## config.mk

```make
export PLATFORM = sky130hd
export DESIGN_NAME = pipe_scheduler
export DESIGN_NICKNAME = d
export VERILOG_FILES = /design/src/rtl/game_pkg.sv /design/src/rtl/pipe_scheduler_lfsr8.sv /design/src/rtl/pipe_scheduler.sv
export SDC_FILE = /design/constraint.sdc
export NUM_CORES = 1
export LEC_CHECK = 0
export ABC_AREA = 1
export BUFFER_PORTS_ARGS = -buffer_cell sky130_fd_sc_hd__buf_2
export CAP_MARGIN = 20
export CORE_MARGIN = 2
export CORE_UTILIZATION = 53
export CTS_BUF_LIST = sky130_fd_sc_hd__clkbuf_4 sky130_fd_sc_hd__clkbuf_8 sky130_fd_sc_hd__clkbuf_16
export DETAILED_ROUTE_END_ITERATION = 7
export PLACE_DENSITY = 0.85
export SETUP_SLACK_MARGIN = 0.05
export SLEW_MARGIN = 15
export SYNTH_ARGS = -nofsm -noshare
export SYNTH_HDL_FRONTEND = slang
export SYNTH_SLANG_ARGS = --single-unit
```

## constraint.sdc

```tcl
create_clock -name clk -period 5 [get_ports clk]
set_clock_uncertainty 0.05 [all_clocks]
set_input_delay 1 -clock clk [delete_from_list [all_inputs] [get_ports clk]]
set_output_delay 1 -clock clk [all_outputs]
set_load 0.005 [all_outputs]
```

## src/rtl/game_pkg.sv

```systemverilog
// Shared types, geometry constants and helpers for the pipe game controller.
// Positions are 12-bit signed screen x; pipe words pack {0, addr, height}.
package game_pkg;

    typedef enum logic [1:0] {IDLE, RUN, OVER} state_e;

    localparam int NUM_PIPES = 3;

    localparam logic signed [11:0] PARK_X   = 12'sd700;
    localparam logic signed [11:0] SCREEN_W = 12'sd640;
    localparam logic signed [11:0] PIPE_W   = 12'sd50;
    localparam logic signed [11:0] BIRD_X   = 12'sd10;
    localparam logic signed [11:0] BIRD_W   = 12'sd16;
    localparam logic signed [11:0] PASS_X   = -12'sd39;
    localparam logic signed [11:0] RETIRE_X = -12'sd50;

    localparam int H_LSB   = 0;
    localparam int X_LSB   = 10;
    localparam int FIELD_W = 10;

    // Off-screen positions map to PARK_X; negatives wrap to 975..1023 on purpose.
    function automatic logic [31:0] pipe_word(logic signed [11:0] x, logic [9:0] h);
        logic [31:0] w;
        logic [9:0]  a;
        if (x >= -(PIPE_W - 12'sd1) && x <= SCREEN_W - 12'sd1) a = x[9:0];
        else                                                   a = PARK_X[9:0];
        w = '0;
        w[X_LSB +: FIELD_W] = a;
        w[H_LSB +: FIELD_W] = h;
        return w;
    endfunction

    function automatic logic [15:0] bcd_inc(logic [15:0] s);
        logic [15:0] r;
        logic        done;
        r    = s;
        done = (s == 16'h9999);
        for (int i = 0; i < 4; i++) begin
            if (!done) begin
                if (r[4*i +: 4] == 4'd9) r[4*i +: 4] = 4'd0;
                else begin
                    r[4*i +: 4] = r[4*i +: 4] + 4'd1;
                    done = 1'b1;
                end
            end
        end
        return r;
    endfunction

    // Each starting pipe gets a differently scrambled view of the same LFSR value.
    function automatic logic [6:0] spawn_bits(logic [7:0] l, int idx);
        logic [7:0] m;
        case (idx)
            0:       m = l;
            1:       m = {l[3:0], l[7:4]};
            default: m = l ^ 8'h3C;
        endcase
        return m[6:0];
    endfunction

endpackage

```

## src/rtl/pipe_scheduler_lfsr8.sv

```systemverilog
// 8-bit Fibonacci LFSR (taps 8,6,5,4), stepping when en is high.
module lfsr8 #(
    parameter logic [7:0] SEED = 8'hA5
) (
    input  logic       clk,
    input  logic       rst,
    input  logic       en,
    output logic [7:0] q
);

    always_ff @(posedge clk) begin
        if (rst)     q <= SEED;
        else if (en) q <= {q[6:0], q[7] ^ q[5] ^ q[4] ^ q[3]};
    end

endmodule

```

## src/rtl/pipe_scheduler.sv

```systemverilog
// Game-flow controller: state machine, pipe scrolling/respawn and BCD score.
// All outputs come straight from registers.
module pipe_scheduler import game_pkg::*; #(
    parameter int         SPEED     = 2,
    parameter int         SPACING   = 240,
    parameter int         H_MIN     = 100,
    parameter logic [7:0] LFSR_SEED = 8'hA5
) (
    input  logic        clk,
    input  logic        rst,
    input  logic        frame_tick,
    input  logic        start,
    input  logic        fail,
    output logic [31:0] pipe_1,
    output logic [31:0] pipe_2,
    output logic [31:0] pipe_3,
    output logic [15:0] score,
    output logic        running
);

    localparam logic signed [11:0] SPEED_X   = 12'(SPEED);
    localparam logic signed [11:0] RESPAWN_D = 12'(3 * SPACING);

    state_e             state_q;
    logic               running_q;
    logic [15:0]        score_q, score_d;
    logic [7:0]         lfsr;
    logic signed [11:0] xpos_q   [NUM_PIPES];
    logic signed [11:0] xpos_d   [NUM_PIPES];
    logic signed [11:0] xmove    [NUM_PIPES];
    logic [9:0]         height_q [NUM_PIPES];
    logic [9:0]         height_d [NUM_PIPES];
    logic [31:0]        word_q   [NUM_PIPES];
    logic [NUM_PIPES-1:0] pass, retire;
    logic               go, step;

    lfsr8 #(.SEED(LFSR_SEED)) u_lfsr (
        .clk (clk),
        .rst (rst),
        .en  (frame_tick),
        .q   (lfsr)
    );

    // fail has priority over frame_tick: a losing frame never scrolls or scores
    assign go   = (state_q != RUN) && start;
    assign step = (state_q == RUN) && frame_tick && !fail;

    for (genvar g = 0; g < NUM_PIPES; g++) begin : g_pipe
        assign xmove[g]  = xpos_q[g] - SPEED_X;
        assign pass[g]   = (xpos_q[g] >= PASS_X) && (xmove[g] < PASS_X);
        assign retire[g] = (xmove[g] <= RETIRE_X);

        assign xpos_d[g] = go   ? SCREEN_W + 12'(g * SPACING) :
                           step ? (retire[g] ? xmove[g] + RESPAWN_D : xmove[g]) :
                                  xpos_q[g];

        assign height_d[g] = go ? 10'(H_MIN) + {3'b0, spawn_bits(lfsr, g)} :
                             (step && retire[g]) ? 10'(H_MIN) + {3'b0, lfsr[6:0]} :
                             height_q[g];
    end

    always_comb begin
        score_d = score_q;
        if (go) score_d = '0;
        else if (step) begin
            for (int i = 0; i < NUM_PIPES; i++)
                if (pass[i]) score_d = bcd_inc(score_d);
        end
    end

    always_ff @(posedge clk) begin
        if (rst) begin
            state_q   <= IDLE;
            running_q <= 1'b0;
            score_q   <= '0;
            for (int i = 0; i < NUM_PIPES; i++) begin
                xpos_q[i]   <= PARK_X;
                height_q[i] <= '0;
                word_q[i]   <= pipe_word(PARK_X, 10'd0);
            end
        end else begin
            score_q <= score_d;
            for (int i = 0; i < NUM_PIPES; i++) begin
                xpos_q[i]   <= xpos_d[i];
                height_q[i] <= height_d[i];
                word_q[i]   <= pipe_word(xpos_d[i], height_d[i]);
            end
            case (state_q)
                IDLE, OVER: if (start) begin
                    state_q   <= RUN;
                    running_q <= 1'b1;
                end
                RUN: if (fail) begin
                    state_q   <= OVER;
                    running_q <= 1'b0;
                end
                default: begin
                    state_q   <= IDLE;
                    running_q <= 1'b0;
                end
            endcase
        end
    end

    assign pipe_1  = word_q[0];
    assign pipe_2  = word_q[1];
    assign pipe_3  = word_q[2];
    assign score   = score_q;
    assign running = running_q;

endmodule

```

==> PnR_summary.wiki <==
{| class="wikitable"
! Metric !! Value
|-
| Routed wire length || 20920 um
|-
| Via count of the first global-routing pass || 7558
|-
| Most common cell after layout, fill and taps aside || sky130_fd_sc_hd__nand2_1
|-
| Number of enable flip-flop cells after synthesis || 0
|-
| Core area || 15150 um^2
|-
| DRT iter0 DRCs || 716
|-
| Min Tclk post-route || 4.558 ns
|-
| Final setup vio count || 0
|-
| Proportion of register bits with asynchronous set or reset after synthesis || 0%
|-
| Final Core Density || 61.22%
|-
| IO Port Bufs || 75
|-
| Critical Path Max Stage Delay || 0.34 ns
|-
| Clock transition at the registers of the reported paths || 0.06 ns
|-
| Final Hold Fails || 0
|-
| Library cell with the largest summed area after synthesis || sky130_fd_sc_hd__dfxtp_1
|-
| Pwr Density || 287.7 nW/um^2
|-
| Library cells used by synthesis || 55
|-
| Slew at the pin with the worst max-slew slack || 0.7374 ns
|-
| Sum of net half-perimeters after detailed placement || 15050 um
|-
| Max Fanout on Critical Path || 6
|-
| Most area-consuming cells after synthesis || sky130_fd_sc_hd__dfxtp_1 29%, sky130_fd_sc_hd__nand2_1 13%, sky130_fd_sc_hd__inv_1 6.9%, sky130_fd_sc_hd__nor2_1 6.4%, sky130_fd_sc_hd__o21ai_0 5.2%
|-
| Count of state elements after synthesis || 117
|-
| Non-filler cells, final || 1529
|-
| Count of nets after finishing || 1356
|-
| Hold Path Class || reg -> reg
|-
| Endpoint arrival time on the critical path || 4.81 ns
|-
| Most frequent cells in the layout || 290 x sky130_fd_sc_hd__nand2_1, 148 x sky130_fd_sc_hd__inv_1, 133 x sky130_fd_sc_hd__nor2_1
|-
| Final worst path period share || 91.16%
|-
| TritonCTS clock tree || yes
|-
| Number of warnings issued by yosys || 0
|-
| Avg Inst Size Synth || 6.509 um^2
|-
| Die extent in y || 128.0 um
|-
| Proportion of synthesized chip area in sequential cells || 28.72%
|-
| Chip width || 128.0 um
|-
| Sequential cell area in the final layout || 2345 um^2
|-
| I/O pin total || 118
|-
| Per-cell routed wire length || 13.68 um
|-
| Result of the run || complete, no violations
|-
| Crit path launch type || flop
|-
| Ratio of routed vias to standard cells || 5.426
|-
| Site row count || 45
|-
| Gpl congestion || 0.9499
|-
| # H-tree levels || 4
|-
| # diodes || 0
|-
| Power, Total || 2668 uW
|-
| Area grow syn2layout || 13.70%
|-
| Crit-path slowest cell || sky130_fd_sc_hd__dfxtp_2
|-
| Total count of max-transition violations in the final report || 0
|-
| Highest achievable clock rate || 219.4 MHz
|-
| All-layer global routing usage || 25.53%
|-
| Min Hold Slack || 0.4305 ns
|-
| Type of element capturing the critical path || flop
|-
| Post-route antenna net violation count || 0
|-
| Max_slew headroom || 50.66%
|-
| Most used DFF post-synth || sky130_fd_sc_hd__dfxtp_1
|-
| Starting density of the core || 53.85%
|-
| Cell area after synthesis || 8155 um^2
|-
| Pin count of the biggest net entering global routing || 77
|-
| CTS sink count || 117
|-
| Clock root buffer || sky130_fd_sc_hd__clkbuf_16
|-
| Full die area || 16400 um^2
|-
| Reg2Reg Setup Slack || 0.44 ns
|-
| TNS Setup || 0 ns
|-
| Number of antenna violations at the first check in global routing || 0
|-
| Inserted Clock Buffers || 17
|-
| Number of standard cells after synthesis || 1253
|-
| Share of post-route cells with drive strength above 1 || 16.48%
|-
| Multi-input gate area || 4933 um^2
|-
| Leak || 0.004466 uW
|-
| Number of detailed-route iterations in the first pass || 6
|-
| Drc violations || 0
|-
| Buffer levels on the longest clock path || 2
|-
| RSZ-0062 raised after global routing || no
|-
| Fill count || 1353
|-
| Grt total ovfl || 0
|-
| Vias after detailed routing || 8297
|-
| Peak supply drop || 265.6 uV
|-
| Count of placed standard cells including taps || 1489
|-
| Class of the most critical setup path || reg -> reg
|-
| Number of max-capacitance violations reported || 0
|-
| Insertion delay of the later-clocked pin in the worst-skew pair || 0.42 ns
|-
| Data required time at the worst endpoint || 5.25 ns
|-
| Area share of the leading cell type in the synthesized netlist || 28.72%
|-
| First-pass GRT wire length || 34570 um
|}
## state kept, by name (all words and copies together), names as in the netlist
signal and flops:
running 1, score 16, state_q 2, u_lfsr.q 8, word_q 54, xpos_q 36
## Yosys cell counts, types with 9 or more instances
library cell,instances
sky130_fd_sc_hd__a21oi_1,65
sky130_fd_sc_hd__a31oi_1,14
sky130_fd_sc_hd__buf_4,42
sky130_fd_sc_hd__clkbuf_1,25
sky130_fd_sc_hd__dfxtp_1,117
sky130_fd_sc_hd__ha_1,23
sky130_fd_sc_hd__inv_1,149
sky130_fd_sc_hd__inv_2,14
sky130_fd_sc_hd__nand2_1,291
sky130_fd_sc_hd__nand2_2,21
sky130_fd_sc_hd__nand3_1,77
sky130_fd_sc_hd__nand4_1,24
sky130_fd_sc_hd__nor2_1,138
sky130_fd_sc_hd__nor2_2,9
sky130_fd_sc_hd__nor3_1,19
sky130_fd_sc_hd__o211ai_1,15
sky130_fd_sc_hd__o21ai_0,84
sky130_fd_sc_hd__xor2_1,30
## through the flow
step / area, um^2 / setup slack [ns]
4_1_cts: 9156 / 0.09176
5_1_grt: 9273 / 0.04537
3_5_place_dp: 8524 / 0.1427
6_report: 9273 / 0.4419
3_3_place_gp: 8524 / 0.3649
2_1_floorplan: 8309 / 0.8491
## critical path: cells and delay by family (launching register included)
kind	cells	cell delay, ns
adder cells (fa/ha/maj)	3	0.64
AO/OA/AOI/OAI	4	0.66
buffers and inverters	4	0.32
flip-flops	1	0.34
AND/OR/NAND/NOR	22	2.41
## path summary, 6_finish.rpt
path | from | end | cells after the start
setup / recovery | xpos_q[0][1]$_SDFF_PP0_ | score[9]$_SDFFE_PP0P_ | 33
hold / removal | word_q[0][42]$_SDFFE_PP0P_ | word_q[0][42]$_SDFFE_PP0P_ | 2
setup reg to reg | xpos_q[0][1]$_SDFF_PP0_ | score[9]$_SDFFE_PP0P_ | 33
hold reg to reg | word_q[0][42]$_SDFFE_PP0P_ | word_q[0][42]$_SDFFE_PP0P_ | 2
## area by class of cell
cell class / instances / share of cell area (%)
multi-input cells: 934 / 53.20
flip-flops and latches: 117 / 25.29
inverters: 167 / 6.814
repair buffers: 91 / 5.343
clock buffers: 20 / 5.033
well taps: 188 / 2.537
clock inverters: 12 / 1.781
## cells by family (layout without fill, tap and decap cells)
family          after synthesis  count (layout)  synth area share [%]
fa+ha+maj                    23              23                 3.529
buf+inv                     243             290                 13.44
flops                       117             117                 28.72
other cells                   1              42               0.04598
xor+xnor                     34              34                 3.651
simple gates                623             623                 35.76
compound gates              212             212                 14.85
## power breakdown
group          internal, uW  switching (uW)
Clock                   830             459
Combinational           113             239
Sequential              984            43.0
Total                  1930             741
## repair_timing
item | in CTS | in global routing
resized for setup | 0 | 18
setup endpoints to repair | 0 | 16
hold buffers | 0 | 0
buffers inserted | 0 | 8
## layer usage
layer,vias up,GRT usage [%],wire length (um)
li1,4133,-,-
met1,3800,34.41,9391
met2,329,41.62,9755
met3,35,4.841,1498
met4,0,7.757,277
met5,-,0,0
Note: power is estimated with default switching activity, not from simulation.
